==> config.mk <==
export PLATFORM = sky130hd
export DESIGN_NAME = moving_average
export DESIGN_NICKNAME = d
export VERILOG_FILES = /design/src/rtl/moving_average_pkg.sv /design/src/rtl/moving_average_sample_ram.sv /design/src/rtl/moving_average.sv
export SDC_FILE = /design/constraint.sdc
export NUM_CORES = 1
export LEC_CHECK = 0
export ABC_AREA = 1
export CAP_MARGIN = 20
export CORE_MARGIN = 2
export CORE_UTILIZATION = 45
export DETAILED_ROUTE_END_ITERATION = 12
export PLACE_DENSITY = 0.66
export SYNTH_ARGS = -nofsm -noshare
export SYNTH_HDL_FRONTEND = slang
export SYNTH_SLANG_ARGS = --single-unit
==> constraint.sdc <==
create_clock -name clk -period 2.6 [get_ports clk]
set_clock_uncertainty 0.1 [all_clocks]
set_input_delay 0.26 -clock clk [delete_from_list [all_inputs] [get_ports clk]]
set_output_delay 0.26 -clock clk [all_outputs]
set_load 0.005 [all_outputs]
==> src/rtl/moving_average_pkg.sv <==
// Shared definitions for the moving-average filter slice.
//   ARCH_BEHAVIORAL    : the only implementation select string
//   DEFAULT_DATA_WIDTH : default sample width
//   clog2()            : ceiling log2, usable in parameter expressions
package moving_average_pkg;

  localparam string ARCH_BEHAVIORAL    = "BEHAVIORAL";
  localparam int    DEFAULT_DATA_WIDTH = 8;

  // Ceiling log2; clog2(1) returns 0.
  function automatic int clog2(input int value);
    int result;
    int remaining;
    result    = 0;
    remaining = value - 1;
    while (remaining > 0) begin
      result    = result + 1;
      remaining = remaining >> 1;
    end
    return result;
  endfunction

endpackage

==> src/rtl/moving_average_sample_ram.sv <==
// sample_ram: window storage for the moving-average filter.
// Ports:
//   clk   in  1      write clock
//   we    in  1      write enable
//   addr  in  ADDR_W shared read/write address
//   wdata in  WIDTH  write data
//   rdata out WIDTH  combinational read of mem[addr] (old contents on a write cycle)
// Storage is deliberately not reset; the parent gates reads with its fill count.
module sample_ram
  import moving_average_pkg::*;
#(
  parameter int DEPTH = 8,
  parameter int WIDTH = DEFAULT_DATA_WIDTH
) (
  input  logic                                            clk,
  input  logic                                            we,
  input  logic [((DEPTH > 1) ? clog2(DEPTH) : 1)-1:0]     addr,
  input  logic [WIDTH-1:0]                                wdata,
  output logic [WIDTH-1:0]                                rdata
);

  logic [WIDTH-1:0] mem [DEPTH];

  // Synchronous write of the newest sample.
  always_ff @(posedge clk) begin
    if (we) begin
      mem[addr] <= wdata;
    end
  end

  // Read-before-write: the value returned is what gets overwritten this edge.
  assign rdata = mem[addr];

endmodule

==> src/rtl/moving_average.sv <==
// moving_average: boxcar filter over the last 2**LOG2_TAPS accepted samples.
// Ports:
//   clk           in  1          single clock, posedge
//   rst           in  1          asynchronous active-high reset
//   en            in  1          global enable; low freezes all state
//   data_valid_in in  1          data_in carries a new sample
//   data_in       in  DATA_WIDTH unsigned input sample
//   data_valid    out 1          one-cycle strobe for a new average
//   data_out      out DATA_WIDTH floor(sum of last N samples / N), registered
module moving_average
  import moving_average_pkg::*;
#(
  parameter string ARCHITECTURE = ARCH_BEHAVIORAL,
  parameter int    DATA_WIDTH   = DEFAULT_DATA_WIDTH,
  parameter int    LOG2_TAPS    = 3
) (
  input  logic                  clk,
  input  logic                  rst,
  input  logic                  en,
  input  logic                  data_valid_in,
  input  logic [DATA_WIDTH-1:0] data_in,
  output logic                  data_valid,
  output logic [DATA_WIDTH-1:0] data_out
);

  localparam int TAPS  = 1 << LOG2_TAPS;
  localparam int SUM_W = DATA_WIDTH + LOG2_TAPS;

  localparam logic [LOG2_TAPS:0]   FILL_FULL = (LOG2_TAPS + 1)'(TAPS);
  localparam logic [LOG2_TAPS:0]   FILL_LAST = (LOG2_TAPS + 1)'(TAPS - 1);
  localparam logic [LOG2_TAPS:0]   FILL_ONE  = (LOG2_TAPS + 1)'(1);
  localparam logic [LOG2_TAPS-1:0] WPTR_ONE  = LOG2_TAPS'(1);

  if (ARCHITECTURE != ARCH_BEHAVIORAL) begin : g_bad_arch
    $error("moving_average: unsupported ARCHITECTURE");
  end

  logic [LOG2_TAPS-1:0]  wptr;
  logic [LOG2_TAPS:0]    fill;
  logic [SUM_W-1:0]      sum;

  logic                  accept;
  logic                  full;
  logic                  strobe;
  logic [DATA_WIDTH-1:0] ram_rdata;
  logic [DATA_WIDTH-1:0] oldest;
  logic [SUM_W-1:0]      sum_next;
  logic [LOG2_TAPS:0]    fill_next;

  assign accept = en & data_valid_in;
  assign full   = (fill == FILL_FULL);

  sample_ram #(
    .DEPTH (TAPS),
    .WIDTH (DATA_WIDTH)
  ) u_sample_ram (
    .clk   (clk),
    .we    (accept),
    .addr  (wptr),
    .wdata (data_in),
    .rdata (ram_rdata)
  );

  // Next-state arithmetic; stale RAM contents are ignored until the window is full.
  always_comb begin
    oldest    = '0;
    fill_next = fill;
    if (full) begin
      oldest    = ram_rdata;
      fill_next = fill;
    end else begin
      oldest    = '0;
      fill_next = fill + FILL_ONE;
    end
    // Net change is add-then-subtract of an in-window value, so sum never goes negative.
    sum_next = sum + {{LOG2_TAPS{1'b0}}, data_in} - {{LOG2_TAPS{1'b0}}, oldest};
    // The accept that completes the window (or any later one) yields a strobe.
    strobe   = full || (fill == FILL_LAST);
  end

  // Pointer, fill count, running sum and registered outputs.
  always_ff @(posedge clk or posedge rst) begin
    if (rst) begin
      wptr       <= '0;
      fill       <= '0;
      sum        <= '0;
      data_valid <= 1'b0;
      data_out   <= '0;
    end else if (accept) begin
      wptr       <= wptr + WPTR_ONE;
      fill       <= fill_next;
      sum        <= sum_next;
      data_valid <= strobe;
      if (strobe) begin
        data_out <= sum_next[SUM_W-1:LOG2_TAPS];
      end else begin
        data_out <= data_out;
      end
    end else begin
      data_valid <= 1'b0;
    end
  end

endmodule
Word level (Yosys, flattened, before mapping)
Memories as Yosys holds them, arrays and structs flattened.
Index checks and enable logic that the tools add are counted.
{"block": "classes", "add_sub_neg": 4, "mux": 4, "bitwise_logic": 2, "reduce_logical": 3, "eq_ne": 2}
{"op": "11-bit by 8-bit adder with 11-bit output", "count": 1}
{"op": "11-bit by 8-bit subtractor with 11-bit output", "count": 1}
{"op": "8-bit 2-to-1 mux", "count": 1}
{"op": "4-bit by 1-bit adder with 4-bit output, second input constant", "count": 1}
{"op": "4-bit by 3-bit equality test with 1-bit output, second input constant", "count": 1}
{"op": "4-bit equality test, second input constant", "count": 1}
{"op": "2-bit AND reduction", "count": 2}
{"op": "3-bit by 1-bit adder with 3-bit output, second input constant", "count": 1}
{"op": "1-bit 2-to-1 mux", "count": 3}
{"op": "1-bit AND", "count": 1}
{"op": "1-bit logical OR", "count": 1}
{"op": "1-bit NOT", "count": 1}
{"block": "totals", "mem_count": 1, "register_bits": 27, "ramBits": 64, "word_cells": 21}
{"memory": "u_sample_ram.mem", "words": 8, "word_bits": 8, "read_ports": 1, "rd_ports_with_merged_regs": 0, "write_ports": 1, "line": "moving_average_sample_ram.sv:22", "source": "logic [WIDTH-1:0] mem [DEPTH];"}

Longest topological paths before layout
{"block": "logic_depth", "ltp_word": 3, "depth_mapped": 20, "depth_no_buf": 19}

By module
Synthesis repeated with hierarchy kept, for this count alone.
{"block": "hier_totals", "hier_cells": 536, "hier_area_um2": 4720.8}
{"mod": "sample_ram", "n_inst": 1, "area_each_um2": 2763.9, "cells_per_inst": 272}
{"mod": "moving_average", "n_inst": 1, "area_each_um2": 1956.9, "cells_per_inst": 264}

Worst setup path before layout
No wires, ideal clock.
{"block": "synth_timing", "path_kind": "flip-flop to flip-flop", "startpoint": "register wptr[0]", "endpoint": "register sum[6]", "setup_ns": 0.133, "required_ns": 2.367, "arrival_ns": 2.560, "period_less_slack_ns": 2.793, "path_stages_with_launch": 14, "slack_ns": -0.193, "path_cell_list": "dfrtp_1 buf_2 or2_2 o211ai_1 and3_1 a21oi_1 fa_1 inv_1 ha_1 or2_2 nand3_1 nand3b_1 nand3_1 o21ai_0"}
{"block": "synth_via", "elab_chain_len": 3}
{"element": "from (decl)", "line": "moving_average.sv:38", "source": "logic [LOG2_TAPS-1:0] wptr;"}
{"element": "from (signal assigned)", "line": "moving_average.sv:90", "source": "wptr <= wptr + WPTR_ONE;"}
{"element": "memory read 8 x 8 bit"}
{"element": "8-bit 2-to-1 mux", "line": "moving_average.sv:68", "source": "if (full) begin"}
{"element": "11-bit by 8-bit subtractor with 11-bit output", "line": "moving_average.sv:76", "source": "sum_next = sum + {{LOG2_TAPS{1'b0}}, data_in} - {{LOG2_TAPS{1'b0}}, oldest};"}
{"element": "to (signal assigned)", "line": "moving_average.sv:92", "source": "sum <= sum_next;"}
{"element": "to (decl)", "line": "moving_average.sv:40", "source": "logic [SUM_W-1:0] sum;"}
No other way between the ends.
A chain may end at the register's enable or synchronous reset.

Final worst setup path
{"block": "layout_timing", "startpoint": "register wptr[0]", "endpoint": "register sum[9]"}
The elaborated chain is that of the path after synthesis.

==> reports/metrics.csv <==
stage,metric,value,unit
sta,finalSetupTns,-5.30,ns
run,drv_cap,0,
floorplanning,io-pin-count,21,
sta,tightest_slew,0.389,ns
floorplanning,floorplan.initialDensity,45.7,%
clock_tree,cts.path.max_buffers,2,
routing,wire_per_inst,15.0,um
sta,finalMaxSlewViolations,0,
layout,fin_util,61.6,%
layout,final_area,5930,um2
layout,nFillCells,811,
logic_synthesis,ys_seq_area_share,58.9,%
critical_path,crit_buf_inv,4,
floorplanning,die_x,103,um
logic_synthesis,synthAdderAreaFrac,7.60,%
power_and_ir_drop,power-per-cell-area,1130,nW/um2
logic_synthesis,synthArstFlopShare,29.7,%
floorplanning,rows,36,
global_routing,grt_max_degree,28,
layout,finalNonFillerCells,678,
sta,setup_ws,-0.380,ns
logic_synthesis,ys_ff_latch,91,
logic_synthesis,synth-compound-area-share,7.55,%
layout,drive_above_1_share,31.7,%
placed_design,dp_cells,654,
clock_tree,cts_tree,done,
logic_synthesis,synth_area,4410,um2
logic_synthesis,yosys.cell_types.count,27,
logic_synthesis,netlist_instances,448,
logic_synthesis,synth_mux_area_share,0,%
placed_design,portBuffers,20,
routing,postRouteAntennaNets,0,
routing,dr.first_iter.drc_count,182,
clock_tree,h-tree-depth,3,
placed_design,place_congestion,0.832,
critical_path,cp_cell_sequence,"buf_6, clkbuf_16, nor2_1, nor2_1, o21ai_0, a31oi_1, fa_1, inv_1, ha_4, buf_4, nand2_1, nor2_4, nand3_2, nand4_1, nand3_2, nand2_1",
logic_synthesis,yosysTopAreaCellShare,43.6,%
floorplanning,core,9640,um2
routing,first_pass_iters,5,
critical_path,critPathMaxStageDelay,0.50,ns
routing,drc,0,
routing,drt-total-wl,10.2,mm
global_routing,grt-ovfl-total,0,
logic_synthesis,synth_warnings,0,
power_and_ir_drop,peakVddDrop,0.708,mV
sta,maxSlewHeadroom,74.0,%
run_status,outcome,"finished, violations left",
clock_tree,root_buffer,clkbuf_8,
clock_tree,clk_latency,0.36,ns
logic_synthesis,synthTopCellsByArea,"edfxtp_1 (44%), dfrtp_1 (15%), nand2_1 (7.4%), nor2_1 (6.0%), inv_1 (4.9%)",
critical_path,critPathCaptureType,flop,
logic_synthesis,yosysTopAreaCell,edfxtp_1,
power_and_ir_drop,p_leak,2.47,nW
sta,fin_crit,2.98,ns
critical_path,r2r_cells,16,
sta,fin_crit_sh,115,%
floorplanning,die_y,103,um
logic_synthesis,synth.most_common_cell,nand2_1,
critical_path,worstPathRequired,2.76,ns
clock_tree,cts_buffers,9,
layout,diodes,0,
sta,setup_viol,18,
logic_synthesis,synth-edff-count,64,
clock_tree,cts_hold_buf,0,
placed_design,post-dp-hpwl,7.13,mm
worst_hold_path,min_path_type,in -> async,
critical_path,critPathMaxFanout,5,
critical_path,start_kind,flop,
sta,max_freq,336,MHz
critical_path,path_depth,16,
logic_synthesis,synthXorXnorAreaFrac,1.39,%
critical_path,cp_slowest_cell,dfrtp_2,
clock_tree,clock-sinks,91,
routing,vias_per_cell,4.92,
routing,dr_total_vias,3339,
logic_synthesis,synth-simple-area-share,18.1,%
sta,rsz0062_at_grt,true,
logic_synthesis,synth_top_family_by_area,simple AND/OR/NAND/NOR gates,
global_routing,grt_pass1_vias,3205,
run_status,violations,setup timing,
clock_tree,clkTransAtPathRegs,0.10,ns
logic_synthesis,synth.avg_cell_area,9.84,um2
logic_synthesis,synthFlopType,edfxtp_1,
sta,hold_viol,0,
global_routing,grt_pass1_wl,16.0,mm
placed_design,dpl_cell_area,5290,um2
global_routing,antenna_found_initial,0,
critical_path,crit_family,simple AND/OR/NAND/NOR gates,
floorplanning,die_area,10600,um2
global_routing,grt_use_total,20.2,%
critical_path,worstSetupPathType,reg -> reg,
layout,nets,574,
layout,syn_to_final_growth,34.6,%
logic_synthesis,synth_fp_nets,482,
logic_synthesis,synth_common_cells,"nand2_1 (87), nor2_1 (70), edfxtp_1 (64)",
critical_path,critPathArrivalTime,3.14,ns
## per-layer routing
metal	track usage, %	vias to the layer above	wire (um)
met5	0	-	0
met4	6.68	0	205
met3	2.92	16	230
met2	32.5	52	5010
met1	28.4	1619	4710
li1	-	1652	-
## kinds of logic (layout without fill, tap and decap cells)
kind of cell | after synthesis | after routing
simple gates | 194 | 194
flops | 91 | 91
compound gates | 62 | 62
xor+xnor | 7 | 7
buf+inv | 72 | 169
fa+ha+maj | 22 | 22
## layout by cell type, fill, tap and decap left out, types with 12 or more instances in the layout
cell type,instances
inv_1,50
clkdlybuf4s50_1,20
buf_4,63
o21ai_1,21
nand2_2,19
nor2_1,57
edfxtp_1,64
nand3_1,12
o21ai_0,19
dfrtp_1,25
nand2_1,67
## flip-flops by register name, summed over array words and instances, names as in the netlist
register and cells:
u_sample_ram.mem 64, wptr 3, data_valid 1, fill 4, sum 11, data_out 8
## power by group
part	total [W]	internal, W	switching [W]
combinational	0.00389	0.00179	0.00210
clock	0.000906	0.000365	0.000541
sequential	0.00193	0.00180	0.000125
total	0.00672	0.00396	0.00276
## per-stage QoR
stage                     hold slack [ns]  power (W)  setup WS, ns
after floorplan                     0.213    0.00381       -0.0124
after global placement              0.363    0.00487        -0.336
after detailed placement            0.364    0.00492        -0.389
after CTS                           0.174    0.00605        -0.364
after global routing                0.211    0.00724        -0.531
final                               0.167    0.00672        -0.380
## worst paths after layout
check	from	end	slack [ns]
min in group clk	data_out[2]$_DFFE_PP0P_	data_out[2]$_DFFE_PP0P_	0.39
worst min register to register	data_out[2]$_DFFE_PP0P_	data_out[2]$_DFFE_PP0P_	0.39
worst max register to register	wptr[0]$_DFFE_PP0P_	sum[9]$_DFFE_PP0P_	-0.38
worst max-delay path	wptr[0]$_DFFE_PP0P_	sum[9]$_DFFE_PP0P_	-0.38
max in group asynchronous	rst	wptr[1]$_DFFE_PP0P_	1.93
worst min-delay path	rst	data_out[4]$_DFFE_PP0P_	0.17
## cell type report
type                    instances  area (um2)  area share [%]
repair buffers                 91         816            13.7
clock inverters                 7        57.6           0.970
multi-input cells             285        1930            32.5
well taps                     133         166            2.80
flip-flops and latches         91        2600            43.8
clock buffers                   9         124            2.09
inverters                      62         244            4.11
## worst register-to-register path, stage by stage, from the launching register on
cell	delay, ns
dfrtp_2	0.50
buf_6	0.16
clkbuf_16	0.13
nor2_1	0.05
nor2_1	0.12
o21ai_0	0.10
a31oi_1	0.23
fa_1	0.46
inv_1	0.11
ha_4	0.23
buf_4	0.14
nand2_1	0.10
nor2_4	0.04
nand3_2	0.09
nand4_1	0.17
nand3_2	0.11
nand2_1	0.05
## timing repair
action | CTS | global route
hold endpoints to repair | 0 | 0
gates cloned | 1 | 2
resized for setup | 29 | 79
pin swaps | 7 | 35
endpoints found under the setup margin | 18 | 18
buffers inserted | 2 | 3
Power figures use the tool's default switching activity.
